[config.mk]
export PLATFORM = sky130hd
export DESIGN_NAME = xaui_tx_encoder
export DESIGN_NICKNAME = d
export VERILOG_FILES = /design/src/rtl/xaui_pkg.sv /design/src/rtl/xaui_tx_col_enc.sv /design/src/rtl/xaui_tx_encoder.sv
export SDC_FILE = /design/constraint.sdc
export NUM_CORES = 1
export LEC_CHECK = 0
export ABC_AREA = 1
export CORE_AREA = 5 5 100 102
export CTS_CLUSTER_SIZE = 20
export DETAILED_ROUTE_END_ITERATION = 6
export DIE_AREA = 0 0 105 107
export DONT_BUFFER_PORTS = 1
export PLACE_DENSITY = 0.78
export SYNTH_ARGS = -nofsm -noshare
export SYNTH_HDL_FRONTEND = slang
export SYNTH_HIERARCHICAL = 1
export SYNTH_SLANG_ARGS = --single-unit
[constraint.sdc]
create_clock -name mgt_clk -period 2.6 [get_ports mgt_clk]
set_input_delay 0.52 -clock mgt_clk [delete_from_list [all_inputs] [get_ports mgt_clk]]
set_output_delay 0.52 -clock mgt_clk [all_outputs]
set_load 0.1 [all_outputs]
[src/rtl/xaui_pkg.sv]
// Shared XGMII/XAUI code points and the idle-randomisation LFSR step used by
// the XAUI transmit column encoder.
package xaui_pkg;

  localparam logic [7:0] XAUI_K      = 8'hBC;
  localparam logic [7:0] XAUI_A      = 8'h7C;
  localparam logic [7:0] XAUI_R      = 8'h1C;
  localparam logic [7:0] XGMII_IDLE  = 8'h07;
  localparam logic [7:0] XGMII_START = 8'hFB;
  localparam logic [7:0] XGMII_TERM  = 8'hFD;
  localparam logic [7:0] XGMII_ERR   = 8'hFE;
  localparam logic [7:0] XGMII_SEQ   = 8'h9C;

  // x^7 + x^6 + 1, one step per column; never leaves a non-zero state.
  function automatic logic [6:0] lfsr_step(input logic [6:0] s);
    return {s[5:0], s[6] ^ s[5]};
  endfunction

endpackage

[src/rtl/xaui_tx_col_enc.sv]
// Combinational encoder for one XGMII column (four lanes, one time slot).
module xaui_tx_col_enc
  import xaui_pkg::*;
(
  input  logic [31:0] col_d,
  input  logic [3:0]  col_c,
  input  logic        a_pending,
  input  logic        prev_term,
  input  logic        lfsr_bit,
  output logic [31:0] enc_d,
  output logic [3:0]  enc_k,
  output logic        is_term,
  output logic        took_a
);

  logic [3:0] idle_b;
  logic [3:0] term_b;
  logic       idle;

  // Per-lane classification of idle and terminate bytes.
  always_comb begin
    idle_b = 4'h0;
    term_b = 4'h0;
    for (int l = 0; l < 4; l++) begin
      idle_b[l] = col_c[l] & (col_d[8*l +: 8] == XGMII_IDLE);
      term_b[l] = col_c[l] & (col_d[8*l +: 8] == XGMII_TERM);
    end
  end

  assign idle    = &idle_b;
  assign is_term = |term_b;
  assign took_a  = idle & a_pending;

  // Whole-column idle substitution, otherwise byte-wise control sanitising.
  always_comb begin
    enc_d = 32'h0;
    enc_k = 4'hF;
    if (idle) begin
      if (a_pending) begin
        enc_d = {4{XAUI_A}};
      end else if (prev_term || lfsr_bit) begin
        enc_d = {4{XAUI_K}};
      end else begin
        enc_d = {4{XAUI_R}};
      end
    end else begin
      for (int l = 0; l < 4; l++) begin
        if (!col_c[l]) begin
          enc_d[8*l +: 8] = col_d[8*l +: 8];
          enc_k[l]        = 1'b0;
        end else begin
          case (col_d[8*l +: 8])
            XGMII_START, XGMII_TERM,
            XGMII_ERR,   XGMII_SEQ:  enc_d[8*l +: 8] = col_d[8*l +: 8];
            XGMII_IDLE:              enc_d[8*l +: 8] = XAUI_K;
            default:                 enc_d[8*l +: 8] = XGMII_ERR;
          endcase
        end
      end
    end
  end

endmodule

[src/rtl/xaui_tx_encoder.sv]
// XGMII-to-XAUI transmit encoder: two chained columns per mgt_clk cycle with
// the ||A||/||K||/||R|| idle sequence and a comma-only stream while disabled.
module xaui_tx_encoder
  import xaui_pkg::*;
#(
  parameter logic [6:0] LFSR_SEED = 7'h7F,
  parameter int         A_MIN     = 16
) (
  input  logic        mgt_clk,
  input  logic        mgt_reset_n,
  input  logic        tx_en,
  input  logic [63:0] xgmii_txd,
  input  logic [7:0]  xgmii_txc,
  output logic [63:0] mgt_txdata,
  output logic [7:0]  mgt_txcharisk,
  output logic        a_sent
);

  localparam logic [4:0] A_MIN_W = 5'(A_MIN);

  logic [4:0]  a_cnt_r, cnt_mid_s, cnt_nxt_s;
  logic        a_pending_r, pend_mid_s, pend_nxt_s;
  logic [6:0]  lfsr_r, lfsr_mid_s, lfsr_nxt_s;
  logic        prev_term_r;
  logic [31:0] c0_d_s, c1_d_s, e0_d_s, e1_d_s;
  logic [3:0]  c0_c_s, c1_c_s, e0_k_s, e1_k_s;
  logic        term0_s, term1_s, took0_s, took1_s;
  logic [63:0] out_d_s;
  logic [7:0]  out_k_s;

  // Split the lane-interleaved XGMII word into two columns and merge back.
  always_comb begin
    c0_d_s  = 32'h0;
    c1_d_s  = 32'h0;
    c0_c_s  = 4'h0;
    c1_c_s  = 4'h0;
    out_d_s = 64'h0;
    out_k_s = 8'h0;
    for (int l = 0; l < 4; l++) begin
      c0_d_s[8*l +: 8]      = xgmii_txd[16*l +: 8];
      c1_d_s[8*l +: 8]      = xgmii_txd[16*l+8 +: 8];
      c0_c_s[l]             = xgmii_txc[2*l];
      c1_c_s[l]             = xgmii_txc[2*l+1];
      out_d_s[16*l +: 8]    = e0_d_s[8*l +: 8];
      out_d_s[16*l+8 +: 8]  = e1_d_s[8*l +: 8];
      out_k_s[2*l]          = e0_k_s[l];
      out_k_s[2*l+1]        = e1_k_s[l];
    end
  end

  xaui_tx_col_enc u_col0 (
    .col_d     (c0_d_s),
    .col_c     (c0_c_s),
    .a_pending (a_pending_r),
    .prev_term (prev_term_r),
    .lfsr_bit  (lfsr_r[0]),
    .enc_d     (e0_d_s),
    .enc_k     (e0_k_s),
    .is_term   (term0_s),
    .took_a    (took0_s)
  );

  // A-counter/LFSR state after column 0; column 1 sees it the same cycle.
  always_comb begin
    lfsr_mid_s = lfsr_step(lfsr_r);
    if (took0_s) begin
      cnt_mid_s  = A_MIN_W + {1'b0, lfsr_r[3:0]};
      pend_mid_s = 1'b0;
    end else if (a_cnt_r != 5'd0) begin
      cnt_mid_s  = a_cnt_r - 5'd1;
      pend_mid_s = a_pending_r | (a_cnt_r == 5'd1);
    end else begin
      cnt_mid_s  = a_cnt_r;
      pend_mid_s = a_pending_r;
    end
  end

  xaui_tx_col_enc u_col1 (
    .col_d     (c1_d_s),
    .col_c     (c1_c_s),
    .a_pending (pend_mid_s),
    .prev_term (term0_s),
    .lfsr_bit  (lfsr_mid_s[0]),
    .enc_d     (e1_d_s),
    .enc_k     (e1_k_s),
    .is_term   (term1_s),
    .took_a    (took1_s)
  );

  // A-counter/LFSR state after column 1, to be registered.
  always_comb begin
    lfsr_nxt_s = lfsr_step(lfsr_mid_s);
    if (took1_s) begin
      cnt_nxt_s  = A_MIN_W + {1'b0, lfsr_mid_s[3:0]};
      pend_nxt_s = 1'b0;
    end else if (cnt_mid_s != 5'd0) begin
      cnt_nxt_s  = cnt_mid_s - 5'd1;
      pend_nxt_s = pend_mid_s | (cnt_mid_s == 5'd1);
    end else begin
      cnt_nxt_s  = cnt_mid_s;
      pend_nxt_s = pend_mid_s;
    end
  end

  // Registered outputs and idle-sequence state; frozen while tx_en is low.
  always_ff @(posedge mgt_clk or negedge mgt_reset_n) begin
    if (!mgt_reset_n) begin
      mgt_txdata    <= {8{XAUI_K}};
      mgt_txcharisk <= 8'hFF;
      a_sent        <= 1'b0;
      a_cnt_r       <= A_MIN_W;
      a_pending_r   <= 1'b0;
      lfsr_r        <= LFSR_SEED;
      prev_term_r   <= 1'b0;
    end else if (tx_en) begin
      mgt_txdata    <= out_d_s;
      mgt_txcharisk <= out_k_s;
      a_sent        <= took0_s | took1_s;
      a_cnt_r       <= cnt_nxt_s;
      a_pending_r   <= pend_nxt_s;
      lfsr_r        <= lfsr_nxt_s;
      prev_term_r   <= term1_s;
    end else begin
      mgt_txdata    <= {8{XAUI_K}};
      mgt_txcharisk <= 8'hFF;
      a_sent        <= 1'b0;
      prev_term_r   <= 1'b0;
    end
  end

endmodule
After elaboration in Yosys (flattened, before gate mapping):

Cells that the tools add are included.

* add/subtract/negate cells: 4
* equal/unequal tests: 42
* multiplexer cells: 44
* bitwise logic cells: 23
* reduce and logical (&&, ||, !) cells: 16

Operators by type and width (number)
* == test 8 bit (second input constant): 32
* two-way mux 32 bit: 6
* one-hot mux 8 bit (2 select lines): 8
* two-way mux 8 bit: 9
* == test 8 x 3 -> 1 bit (second input constant): 8
* two-way mux 64 bit: 1
* OR reduction 4 bit: 10
* two-way mux 5 bit: 4
* bitwise AND 1 bit: 18
* two-way mux 1 bit: 14
* adder 5 x 4 -> 5 bit (first input constant): 2
* == test 5 x 1 -> 1 bit (second input constant): 2
* nonzero test 5 bit: 2
* subtractor 5 x 1 -> 5 bit (second input constant): 2
* two-way mux 4 bit: 2
* AND reduction 4 bit: 2
* bitwise OR 1 bit: 3
* logical OR 1 bit: 2
* XOR 1 bit: 2

* register bits after elaboration: 87
* input port bits: 75
* output and inout port bits: 73
* logic and storage cells: 136

Depth between registers and ports, before layout:

Gate-level depths: netlist (run 1).

* depth in word-level cells: 9
* gate-level depth with buffers: 18

Cells and area by module:

Netlist (run 1), hierarchy kept.

Modules (own cells, without submodules)
* xaui_tx_encoder: times used 1, cells an instance 327, area an instance 3477.1 um^2, seq. area each 2247.2 um^2
* xaui_tx_col_enc: times used 2, cells an instance 245, area an instance 1044.8 um^2, seq. area each 0.0 um^2

Least setup slack after synthesis (run 1):

Ideal clock, no wire load.

* path type: input to register
* from: input xgmii_txd[37]
* to: register a_cnt_r[0]
* arrival: 2.431 ns
* required time: 2.483 ns
* setup slack: 0.052 ns
* stages: 17
* path buffers: 1
* path through: inv_1 nand2_1 nor2_1 nand3_2 nor2_4 nand2_1 nor2_1 buf_6 inv_2 or2_2 nand2_2 ha_1 nand3_4 nor2_8 nand3_1 nand3_1 nand2_1

* word-level cells in the longest chain between the ends: 8
* elaborated cells between the ends (all ways): 11

Ends and longest elaborated chain
* start: declaration: line xaui_tx_encoder.sv:12 `input logic [63:0] xgmii_txd,`
* == test 8 x 3 -> 1 bit (*): line xaui_tx_col_enc.sv:25 `idle_b[l] = col_c[l] & (col_d[8*l +: 8] == XGMII_IDLE);`
* bitwise AND 1 bit (*): line xaui_tx_col_enc.sv:25
* AND reduction 4 bit (*): line xaui_tx_col_enc.sv:30 `assign idle = &idle_b;`
* bitwise AND 1 bit (*): line xaui_tx_col_enc.sv:32 `assign took_a = idle & a_pending;`
* via took0_s: line xaui_tx_encoder.sv:27 `logic term0_s, term1_s, took0_s, took1_s;`
* two-way mux 5 bit: line xaui_tx_encoder.sv:66 `if (took0_s) begin`
* subtractor 5 x 1 -> 5 bit / nonzero test 5 bit (equally long branches): line xaui_tx_encoder.sv:97, xaui_tx_encoder.sv:96
* two-way mux 5 bit: line xaui_tx_encoder.sv:96 `end else if (cnt_mid_s != 5'd0) begin`
* two-way mux 5 bit (*): line xaui_tx_encoder.sv:93 `if (took1_s) begin`
* end signal: assignment: line xaui_tx_encoder.sv:119 `a_cnt_r <= cnt_nxt_s;`
* end: declaration: line xaui_tx_encoder.sv:21 `logic [4:0] a_cnt_r, cnt_mid_s, cnt_nxt_s;`

The timed path passes the listed nets; every way through them passes the cells marked *.
A chain may end at the register's enable or synchronous reset.

Worst setup path in the final report (run 1):

* from: register a_cnt_r[0]
* to: register a_cnt_r[0]

* word-level cells in the longest chain between the ends: 6
* elaborated cells between the ends (all ways): 13

Ends and longest elaborated chain
* == test 5 x 1 -> 1 bit: line xaui_tx_encoder.sv:71 `pend_mid_s = a_pending_r | (a_cnt_r == 5'd1);`
* bitwise OR 1 bit: line xaui_tx_encoder.sv:71
* two-way mux 1 bit (*): line xaui_tx_encoder.sv:69 `end else if (a_cnt_r != 5'd0) begin`
* two-way mux 1 bit (*): line xaui_tx_encoder.sv:66
* via pend_mid_s: line xaui_tx_encoder.sv:22 `logic a_pending_r, pend_mid_s, pend_nxt_s;`
* bitwise AND 1 bit (*): line xaui_tx_col_enc.sv:32
* via took1_s: line xaui_tx_encoder.sv:27
* two-way mux 5 bit (*): line xaui_tx_encoder.sv:93

Marked as above.

==> summary.txt, run 1 <==
Place
  • Placer's final routability congestion estimate: 0.887
  • Port Buffer Count: 0
  • HPWL after detailed placement: 10,600 um

Power
  • Power consumption: 0.00425 W
  • Leakage: 3.23 nW
  • Power per unit of standard cell area: 715 nW/um^2
  • Maximum vdd drop: 0.000373 V

Detailed routing
  • Vias after detailed routing: 4,958
  • Remaining antenna violation count after routing: 0
  • Final WL: 14,200 um
  • Residual DRC count: 0
  • Number of violations reported at the end of detailed-routing iteration 0: 349
  • Routed wire per std cell: 15.1 um
  • Pre-antenna DRT Iters: 5
  • Detailed-route vias per instance: 5.29

Floorplan
  • DIE AREA: 11,200 sq um
  • Top Ports: 148
  • Initial Util: 0.617
  • Die X: 105 um
  • Cell Rows: 35
  • Area inside the core boundary: 9020 sq um
  • Floorplan die height: 107 um

Critical path
  • Critical path buffer and inverter count: 5
  • Slowest stage cell on the critical path: sky130_fd_sc_hd__dfrtp_1
  • Peak per-stage delay on the critical path: 0.36 ns
  • R2r worst-path depth: 12
  • Kind of cell adding the most delay to the critical path: simple AND/OR/NAND/NOR gates
  • Register-to-register setup slack: 0.25 ns
  • Setup crit start kind: flip-flop
  • Top fanout value on the critical path: 6
  • Worst endpoint required time: 2.84 ns
  • Endpoint of the worst-slack reg-to-reg timing path: a_cnt_r[0]
  • Setup Crit Path Kind: flip-flop to flip-flop
  • Startpoint of the most critical register-to-register path: a_cnt_r[0]
  • Data arrival at the endpoint of the critical path: 2.60 ns
  • Setup crit end kind: flip-flop
  • Crit path top cell by count: sky130_fd_sc_hd__inv_1
  • Critical-path cell list: inv_1 -> ha_1 -> inv_1 -> nand4_1 -> a21oi_1 -> inv_1 -> nor2_1 -> inv_1 -> o21ai_0 -> inv_1 -> nand3_1 -> nand2_1

CTS
  • Total CTS buffers: 9
  • Buffer levels on the longest clock path: 2
  • Clock Latency Late Sink: 0.36 ns
  • H-tree depth: 3
  • Clock tree sinks: 87
  • Clock edge transition at the registers on the reported setup and hold paths: 0.09 ns
  • CTS tree: done
  • Buffer type at the clock tree root: sky130_fd_sc_hd__clkbuf_8

Yosys
  • Synthesized area: 5570 sq um
  • Netlist cell types: 31
  • Synthesized area divided by synthesized cell count: 6.81 sq um
  • Synthesized instance count: 817
  • Count of warnings emitted by yosys: 6
  • Register bit count reported by yosys: 87
  • Sequential element share of the synthesized area: 0.404
  • Synthesized net count: 897

STA
  • Worst Tran Pin Value: 0.909 ns
  • F_max: 0.425 GHz
  • Final count of pins violating max slew: 0
  • Worst max-slew margin expressed relative to the limit: 0.394
  • Skew final: 0.0187 ns
  • Hold Fails Final Rpt: 0
  • Final Critical Period: 2.35 ns
  • RSZ-0062 raised after global routing: no
  • TNS Setup: 0 ns
  • Crit share post-route: 0.905
  • Number of setup violations in the final report: 0

Cells and area
  • Layout fillers: 794
  • Area overhead of the layout relative to synthesis: 6.86%
  • Total number of nets in the final design: 903
  • Share of final-layout standard cells stronger than drive strength 1: 0.198
  • Ant. Diodes: 0
  • Most frequent cells in the layout: sky130_fd_sc_hd__nand2_1 (296), sky130_fd_sc_hd__inv_1 (138), sky130_fd_sc_hd__nor2_1 (70)
  • Leading cell type in the layout, fill and taps excluded: sky130_fd_sc_hd__nand2_1

Global routing
  • Via count of the first global-routing pass: 4,743
  • First-pass GRT wire length: 23,000 um
  • Initial antenna violation count: 0
  • Total grt overflow: 0
  • Pin count of the biggest net entering global routing: 51
  • Global-route usage over all layers: 0.254

Min path
  • Hold WC Path Type: input port to async pin

Job
  • Max capacitance violation total: 0

Status
  • Outcome: finished, final reports clean
==> layer usage <==
layer / vias to the layer above / track usage / wire [um]
met4: 0 / 0.0868 / 327
met1: 2246 / 0.322 / 5720
met5: - / 0 / 0
met2: 211 / 0.417 / 6750
li1: 2471 / - / -
met3: 30 / 0.0710 / 1360
==> area by class of cell <==
| class | count | area (sq um) | area share |
|---|---|---|---|
| well taps | 111 | 139 | 0.0233 |
| flip-flops and latches | 87 | 2250 | 0.378 |
| multi-input cells | 571 | 2720 | 0.456 |
| inverters | 140 | 526 | 0.0883 |
| clock buffers | 10 | 128 | 0.0215 |
| clock inverters | 5 | 58.8 | 0.00989 |
| repair buffers | 14 | 135 | 0.0227 |
==> worst reg2reg max path: cells and delay by family (launching register included) <==
| kind | cells | cell delay, ns |
|---|---|---|
| AND/OR/NAND/NOR | 4 | 0.64 |
| AO/OA/AOI/OAI | 2 | 0.46 |
| adder cells (fa/ha/maj) | 1 | 0.22 |
| buffers and inverters | 5 | 0.57 |
| flip-flops | 1 | 0.36 |
==> what timing repair did <==
item                                   CTS  global route
setup buffers                            0             0
endpoints found under the hold margin   50             0
hold buffers                             5             0
resized for setup                        0             0
==> registers in the layout (all words and copies together) (netlist names) <==
signal	cells
a_cnt_r	5
a_pending_r	1
a_sent	1
lfsr_r	7
mgt_txcharisk	8
mgt_txdata	64
prev_term_r	1
==> how the worst max path moves through the flow <==
| stage | startpoint | to | slack [ns] | depth (start not counted) |
|---|---|---|---|---|
| 3_5_place_dp | xgmii_txd[55] | a_cnt_r[0] | 0.03 | 16 |
| 6_report | a_cnt_r[0] | a_cnt_r[0] | 0.25 | 12 |
| 3_3_place_gp | xgmii_txd[37] | a_cnt_r[0] | 0.10 | 16 |
| 5_1_grt | a_cnt_r[0] | a_cnt_r[0] | 0.02 | 12 |
| 2_1_floorplan | xgmii_txd[37] | a_cnt_r[0] | 0.05 | 17 |
| 4_1_cts | a_cnt_r[0] | a_cnt_r[0] | 0.25 | 12 |
==> report_power, final <==
group | switching (W) | total (W) | internal [W]
sequential | 0.000530 | 0.00209 | 0.00156
combinational | 0.000798 | 0.00124 | 0.000441
clock | 0.000478 | 0.000919 | 0.000441
==> Yosys cell counts (all sizes together) <==
cell type,count,area share
xnor2,1,0.0016
a22oi,1,0.0013
nor2,81,0.067
nand4,12,0.013
dfstp,56,0.26
buf,1,0.0020
xor2,2,0.0031
nand3b,2,0.0027
dfrtp,31,0.14
clkbuf,18,0.012
a21boi,1,0.0020
or2,49,0.055
o22ai,2,0.0022
o2111ai,2,0.0031
ha,5,0.011
a31oi,2,0.0022
a21oi,9,0.0081
o21ai,22,0.020
nand2,305,0.21
nor3,10,0.011
nand3,65,0.070
inv,140,0.094
==> logic make-up after synthesis <==
family / count (synthesis) / share of synthesized area
simple gates: 524 / 0.433
flops: 87 / 0.404
compound gates: 39 / 0.0389
xor+xnor: 3 / 0.00472
buf+inv: 159 / 0.109
fa+ha+maj: 5 / 0.0112
==> metrics by stage <==
step	worst slack [ns]	area, sq um	cells	utilization	hold slack [ns]
floorplan	0.0522	5570	817	-	0.224
global placement	0.105	5690	918	0.631	0.227
detailed placement	0.0295	5690	918	0.631	0.227
CTS	0.249	5950	938	0.659	0.00328
global route	0.0214	5950	938	0.659	0.000649
finish	0.246	5950	938	0.659	0.00937
(Power assumes the default switching activity.)
==> run 2, diff against run 1 <==
Settings changed: CELL_PAD_IN_SITES_DETAIL_PLACEMENT set to 1, CELL_PAD_IN_SITES_GLOBAL_PLACEMENT set to 1, CORE_AREA 5 5 100 102 to 5 5 118 120, DIE_AREA 0 0 105 107 to 0 0 123 125, PLACE_DENSITY 0.78 to unset, PLACE_DENSITY_LB_ADDON set to 0.1.
==> run 2 against run 1 <==
Clock-buffer cell count stayed put; maximum frequency rose by 1.5%; combinational power about the same; global-route usage down 2.8 points; via count is 0.75% higher; setup slack gained 0.034 ns; utilization down 18 points; sequential share of layout area down 1.1 points; cell area is 3.0% higher; routed wire length increased by 18%; worst hold slack improved by 0.0029 ns.
==> summary.txt, run 2 (same netlist as run 1, synthesis figures left out) <==
Status
  • Outcome: finished, final reports clean

Floorplan
  • Initial Util: 0.432
  • Cell Rows: 42
  • DIE AREA: 15,400 sq um
  • Area inside the core boundary: 12,900 sq um
  • Top Ports: 148
  • Floorplan die height: 125 um
  • Die X: 123 um

Cells and area
  • Sequential cell area: 2250 sq um
  • Layout fillers: 1,690
  • Most frequent cells in the layout: sky130_fd_sc_hd__nand2_1 (296), sky130_fd_sc_hd__inv_1 (138), sky130_fd_sc_hd__nor2_1 (70)
  • Area overhead of the layout relative to synthesis: 10.1%
  • Multi-input gate area in the final layout: 2720 sq um
  • Share of final-layout standard cells stronger than drive strength 1: 0.204
  • Total number of nets in the final design: 902
  • Register ranked first by flip-flop count: mgt_txdata
  • Leading cell type in the layout, fill and taps excluded: sky130_fd_sc_hd__nand2_1
  • Post-Layout Cell Count: 1,003
  • Flip-flop count of the largest register after layout: 64
  • Design area: 6130 sq um
  • Top flop regs: mgt_txdata (64), mgt_txcharisk (8), lfsr_r (7)
  • Ant. Diodes: 0

Detailed routing
  • Vias after detailed routing: 4,995
  • Residual DRC count: 0
  • Pre-antenna DRT Iters: 4
  • Met3 WL post-DR: 1280 um
  • Max layer used: met4
  • Wire length on met2: 7740 um
  • Remaining antenna violation count after routing: 0
  • Final WL: 16,600 um
  • Routed met1 length: 7350 um
  • Number of violations reported at the end of detailed-routing iteration 0: 211
  • Detailed-route vias per instance: 4.98
  • Routed wire per std cell: 16.6 um

Global routing
  • Pin count of the biggest net entering global routing: 58
  • Total grt overflow: 0
  • Global-route usage over all layers: 0.226
  • Initial antenna violation count: 0
  • First-pass GRT wire length: 27,400 um
  • Via count of the first global-routing pass: 5,429

CTS
  • Clock edge transition at the registers on the reported setup and hold paths: 0.06 ns
  • CTS tree: done
  • Total CTS buffers: 9
  • Number of setup buffers added after CTS: 0
  • H-tree depth: 3
  • Clock Latency Late Sink: 0.34 ns
  • Buffer levels on the longest clock path: 2
  • Number of gates given a new drive strength after cts: 0
  • Buffer type at the clock tree root: sky130_fd_sc_hd__clkbuf_16
  • Clock tree sinks: 87

STA
  • Number of setup violations in the final report: 0
  • Final count of pins violating max slew: 0
  • TNS Setup: 0 ns
  • Final Critical Period: 2.32 ns
  • Skew final: 0.00368 ns
  • Hold Fails Final Rpt: 0
  • Worst max-slew margin expressed relative to the limit: 0.390
  • RSZ-0062 raised after global routing: no
  • Crit share post-route: 0.892
  • Worst Tran Pin Value: 0.916 ns
  • F_max: 0.431 GHz

Place
  • HPWL after detailed placement: 12,800 um
  • Standard cell area after detailed placement: 5800 sq um
  • Port Buffer Count: 0
  • Placer's final routability congestion estimate: 0.883
  • Cell count after placement: 986

Power
  • Maximum vdd drop: 0.000295 V
  • Power per unit of standard cell area: 768 nW/um^2
  • Leakage: 3.27 nW
  • Power consumption: 0.00471 W

Critical path
  • Setup crit start kind: flip-flop
  • Top fanout value on the critical path: 5
  • Data arrival at the endpoint of the critical path: 2.56 ns
  • Setup crit end kind: flip-flop
  • Setup Crit Path Kind: flip-flop to flip-flop
  • Worst endpoint required time: 2.84 ns

Job
  • Max capacitance violation total: 0

Min path
  • Hold WC Path Type: input port to async pin
[run 2: layout make-up]
type                    instances  area share
repair buffers                 13      0.0180
clock buffers                  10      0.0390
flip-flops and latches         87       0.367
well taps                     176      0.0359
inverters                     140      0.0858
multi-input cells             571       0.443
clock inverters                 6      0.0114
[run 2: per-stage QoR]
step | setup WS [ns] | hold slack [ns] | util
finish | 0.280 | 0.0123 | 0.476
floorplan | 0.0522 | 0.224 | -
CTS | 0.293 | 0.00228 | 0.476
detailed placement | -0.00619 | 0.227 | 0.450
global route | 0.0276 | 0.000314 | 0.476
global placement | 0.0897 | 0.227 | 0.450
[run 2: path summary, 6_finish.rpt]
path,start,to,slack [ns],cells after the start
worst max register to register,a_cnt_r[1],a_cnt_r[0],0.28,12
max in group asynchronous,mgt_reset_n,mgt_txdata[57],2.38,1
worst min-delay path,mgt_reset_n,mgt_txcharisk[6],0.01,0
worst min register to register,lfsr_r[2],lfsr_r[2],0.47,2
min in group mgt_clk,tx_en,lfsr_r[1],0.26,1
worst max-delay path,a_cnt_r[1],a_cnt_r[0],0.28,12
[run 2: critical path: stages (launching register included)]
cell and delay, ns:
sky130_fd_sc_hd__dfrtp_1 0.41, sky130_fd_sc_hd__inv_1 0.15, sky130_fd_sc_hd__ha_1 0.21, sky130_fd_sc_hd__inv_1 0.13, sky130_fd_sc_hd__nand4_1 0.15, sky130_fd_sc_hd__a21oi_1 0.24
sky130_fd_sc_hd__inv_1 0.09, sky130_fd_sc_hd__nor2_1 0.27, sky130_fd_sc_hd__inv_1 0.17, sky130_fd_sc_hd__o21ai_0 0.21, sky130_fd_sc_hd__inv_1 0.07, sky130_fd_sc_hd__nand3_1 0.08
sky130_fd_sc_hd__nand2_1 0.05
[run 2: metal layers]
| layer | track usage | vias to the layer above |
|---|---|---|
| met5 | 0 | - |
| met4 | 0.0697 | 0 |
| met3 | 0.0718 | 16 |
| met2 | 0.358 | 109 |
| met1 | 0.294 | 2391 |
| li1 | - | 2479 |
[run 2: repair_timing]
| action | 4_1_cts | 5_1_grt |
|---|---|---|
| hold buffers | 1 | 0 |
| endpoints found under the hold margin | 31 | 0 |
| endpoints found under the setup margin | 0 | 0 |
[run 2: power breakdown]
group	internal [W]	switching, W
combinational	0.000451	0.000818
sequential	0.00157	0.000533
clock	0.000774	0.000566
total	0.00279	0.00192
==> run 3, diff against run 2 <==
Settings changed: SETUP_SLACK_MARGIN set to 0.4.
==> run 3 against run 2 <==
Sequential share of layout area down 2.0 points; setup slack better by 0.21 ns; register-to-register slack better by 0.27 ns; utilization up 2.8 points; cell area up 5.8%; maximum frequency up 10%; critical endpoint is now a_cnt_r[4]; highest routed layer unchanged.
==> summary.txt, run 3 (same netlist as run 1, synthesis figures left out) <==
Cells and area
  • Flip-flop count of the largest register after layout: 64
  • Layout fillers: 1,700
  • Top flop regs: mgt_txdata (64), mgt_txcharisk (8), lfsr_r (7)
  • Register ranked first by flip-flop count: mgt_txdata
  • Ant. Diodes: 0
  • Share of final-layout standard cells stronger than drive strength 1: 0.272
  • Leading cell type in the layout, fill and taps excluded: sky130_fd_sc_hd__nand2_1
  • Finished Core Util: 0.504
  • Total number of nets in the final design: 917
  • Area overhead of the layout relative to synthesis: 16.5%
  • Most frequent cells in the layout: sky130_fd_sc_hd__nand2_1 (281), sky130_fd_sc_hd__inv_1 (123), sky130_fd_sc_hd__nor2_1 (63)

Detailed routing
  • Vias after detailed routing: 5,106
  • Remaining antenna violation count after routing: 0
  • Routed wire per std cell: 17.4 um
  • Number of violations reported at the end of detailed-routing iteration 0: 271
  • Pre-antenna DRT Iters: 4
  • Final WL: 17,700 um
  • Residual DRC count: 0
  • Detailed-route vias per instance: 5.02

Critical path
  • Setup Crit Path Kind: input port to flip-flop
  • Endpoint of the worst-slack reg-to-reg timing path: a_cnt_r[4]
  • Top fanout value on the critical path: 6
  • Setup crit start: xgmii_txd[39]
  • Worst setup endpoint: a_cnt_r[4]
  • R2r worst-path depth: 13
  • Data arrival at the endpoint of the critical path: 2.38 ns
  • Worst endpoint required time: 2.87 ns
  • Register-to-register setup slack: 0.55 ns
  • Setup crit end kind: flip-flop
  • Setup crit start kind: input port
  • Startpoint of the most critical register-to-register path: a_cnt_r[0]

STA
  • Worst-case setup margin in the final layout: 0.490 ns
  • Hold Fails Final Rpt: 0
  • Skew final: 0.00631 ns
  • Final Critical Period: 2.11 ns
  • TNS Setup: 0 ns
  • RSZ-0062 raised after global routing: no
  • F_max: 0.474 GHz
  • Final count of pins violating max slew: 0
  • Crit share post-route: 0.811
  • Worst max-slew margin expressed relative to the limit: 0.386
  • Worst Tran Pin Value: 0.921 ns
  • Number of setup violations in the final report: 0
  • Worst Hold Margin: 0.00110 ns

Floorplan
  • Area inside the core boundary: 12,900 sq um
  • Initial Util: 0.432
  • DIE AREA: 15,400 sq um
  • Die X: 123 um
  • Floorplan die height: 125 um
  • Cell Rows: 42
  • Top Ports: 148

Global routing
  • Total grt overflow: 0
  • Pin count of the biggest net entering global routing: 57
  • Global-route usage over all layers: 0.228
  • First-pass GRT wire length: 27,700 um
  • Via count of the first global-routing pass: 5,455
  • Initial antenna violation count: 0

CTS
  • CTS tree: done
  • Clock edge transition at the registers on the reported setup and hold paths: 0.07 ns
  • Buffer levels on the longest clock path: 2
  • Buffer type at the clock tree root: sky130_fd_sc_hd__clkbuf_16
  • Total CTS buffers: 9
  • H-tree depth: 3
  • Clock Latency Late Sink: 0.35 ns
  • Clock tree sinks: 87

Power
  • Power per unit of standard cell area: 757 nW/um^2
  • Leakage: 3.39 nW
  • Maximum vdd drop: 0.000345 V
  • Power consumption: 0.00491 W

Place
  • Setup slack at placement: -0.0110 ns
  • Port Buffer Count: 0
  • HPWL after detailed placement: 13,200 um
  • Placer's final routability congestion estimate: 0.901

Min path
  • Hold WC Path Type: input port to async pin

Status
  • Outcome: finished, final reports clean

Job
  • Max capacitance violation total: 0
## run 3: cell types whose count changed in the layout (fill, tap and decap cells not counted), moves of 7 or more
cell                      delta
sky130_fd_sc_hd__inv_1      -15
sky130_fd_sc_hd__nand2_1    -15
sky130_fd_sc_hd__buf_4      +12
sky130_fd_sc_hd__nand2_2     +9
sky130_fd_sc_hd__nor2_1      -7
## run 3: critical path, cell delays in order
cell,delay (ns)
sky130_fd_sc_hd__inv_4,0.04
sky130_fd_sc_hd__nand2_4,0.05
sky130_fd_sc_hd__nor2_4,0.14
sky130_fd_sc_hd__nand3_4,0.10
sky130_fd_sc_hd__nor2_4,0.16
sky130_fd_sc_hd__nand2_1,0.07
sky130_fd_sc_hd__nor2_1,0.11
sky130_fd_sc_hd__buf_4,0.16
sky130_fd_sc_hd__inv_8,0.04
sky130_fd_sc_hd__or2_4,0.24
sky130_fd_sc_hd__nand2_4,0.07
sky130_fd_sc_hd__ha_4,0.15
sky130_fd_sc_hd__nand3_4,0.10
sky130_fd_sc_hd__buf_4,0.15
sky130_fd_sc_hd__o21ai_0,0.17
sky130_fd_sc_hd__a22oi_1,0.09
## run 3: area by class of cell
class | count | area (sq um) | share of cell area
inverters | 140 | 588 | 0.0907
well taps | 176 | 220 | 0.0340
flip-flops and latches | 87 | 2250 | 0.347
clock inverters | 6 | 43.8 | 0.00675
clock buffers | 10 | 239 | 0.0369
multi-input cells | 571 | 2910 | 0.448
repair buffers | 28 | 240 | 0.0370
## run 3: power breakdown
| group | total (W) | switching, W | internal [W] |
|---|---|---|---|
| Combinational | 0.00155 | 0.000972 | 0.000575 |
| Sequential | 0.00210 | 0.000536 | 0.00157 |
| Clock | 0.00126 | 0.000580 | 0.000681 |
| Total | 0.00491 | 0.00209 | 0.00282 |
## run 3: how the worst min path moves through the flow
stage	from	end	slack, ns
3_5_place_dp	mgt_reset_n	mgt_txdata[1]	0.23
6_report	mgt_reset_n	mgt_txdata[1]	0.001
5_1_grt	mgt_reset_n	mgt_txdata[7]	-0.001
2_1_floorplan	mgt_reset_n	a_cnt_r[0]	0.22
3_3_place_gp	mgt_reset_n	mgt_txdata[6]	0.23
4_1_cts	mgt_reset_n	mgt_txdata[52]	0.001
## run 3: through the flow
step / instance area [sq um] / cells
3_5_place_dp: 5890 / 982
2_1_floorplan: 5690 / 817
6_report: 6480 / 1018
5_1_grt: 6480 / 1018
4_1_cts: 6250 / 1003
3_3_place_gp: 5890 / 982
## run 3: repair_timing
| action | in CTS | in global routing |
|---|---|---|
| resized for setup | 6 | 36 |
| pin swaps | 2 | 28 |
| hold buffers | 2 | 2 |
| endpoints found under the setup margin | 10 | 14 |
| setup buffers | 3 | 13 |
| hold endpoints to repair | 31 | 28 |
## run 3: metal layers
metal / routed length [um] / GRT usage / vias up
li1: - / - / 2502
met1: 7450 / 0.280 / 2441
met2: 8350 / 0.370 / 132
met3: 1420 / 0.0813 / 31
met4: 451 / 0.0814 / 0
met5: 0 / 0 / -
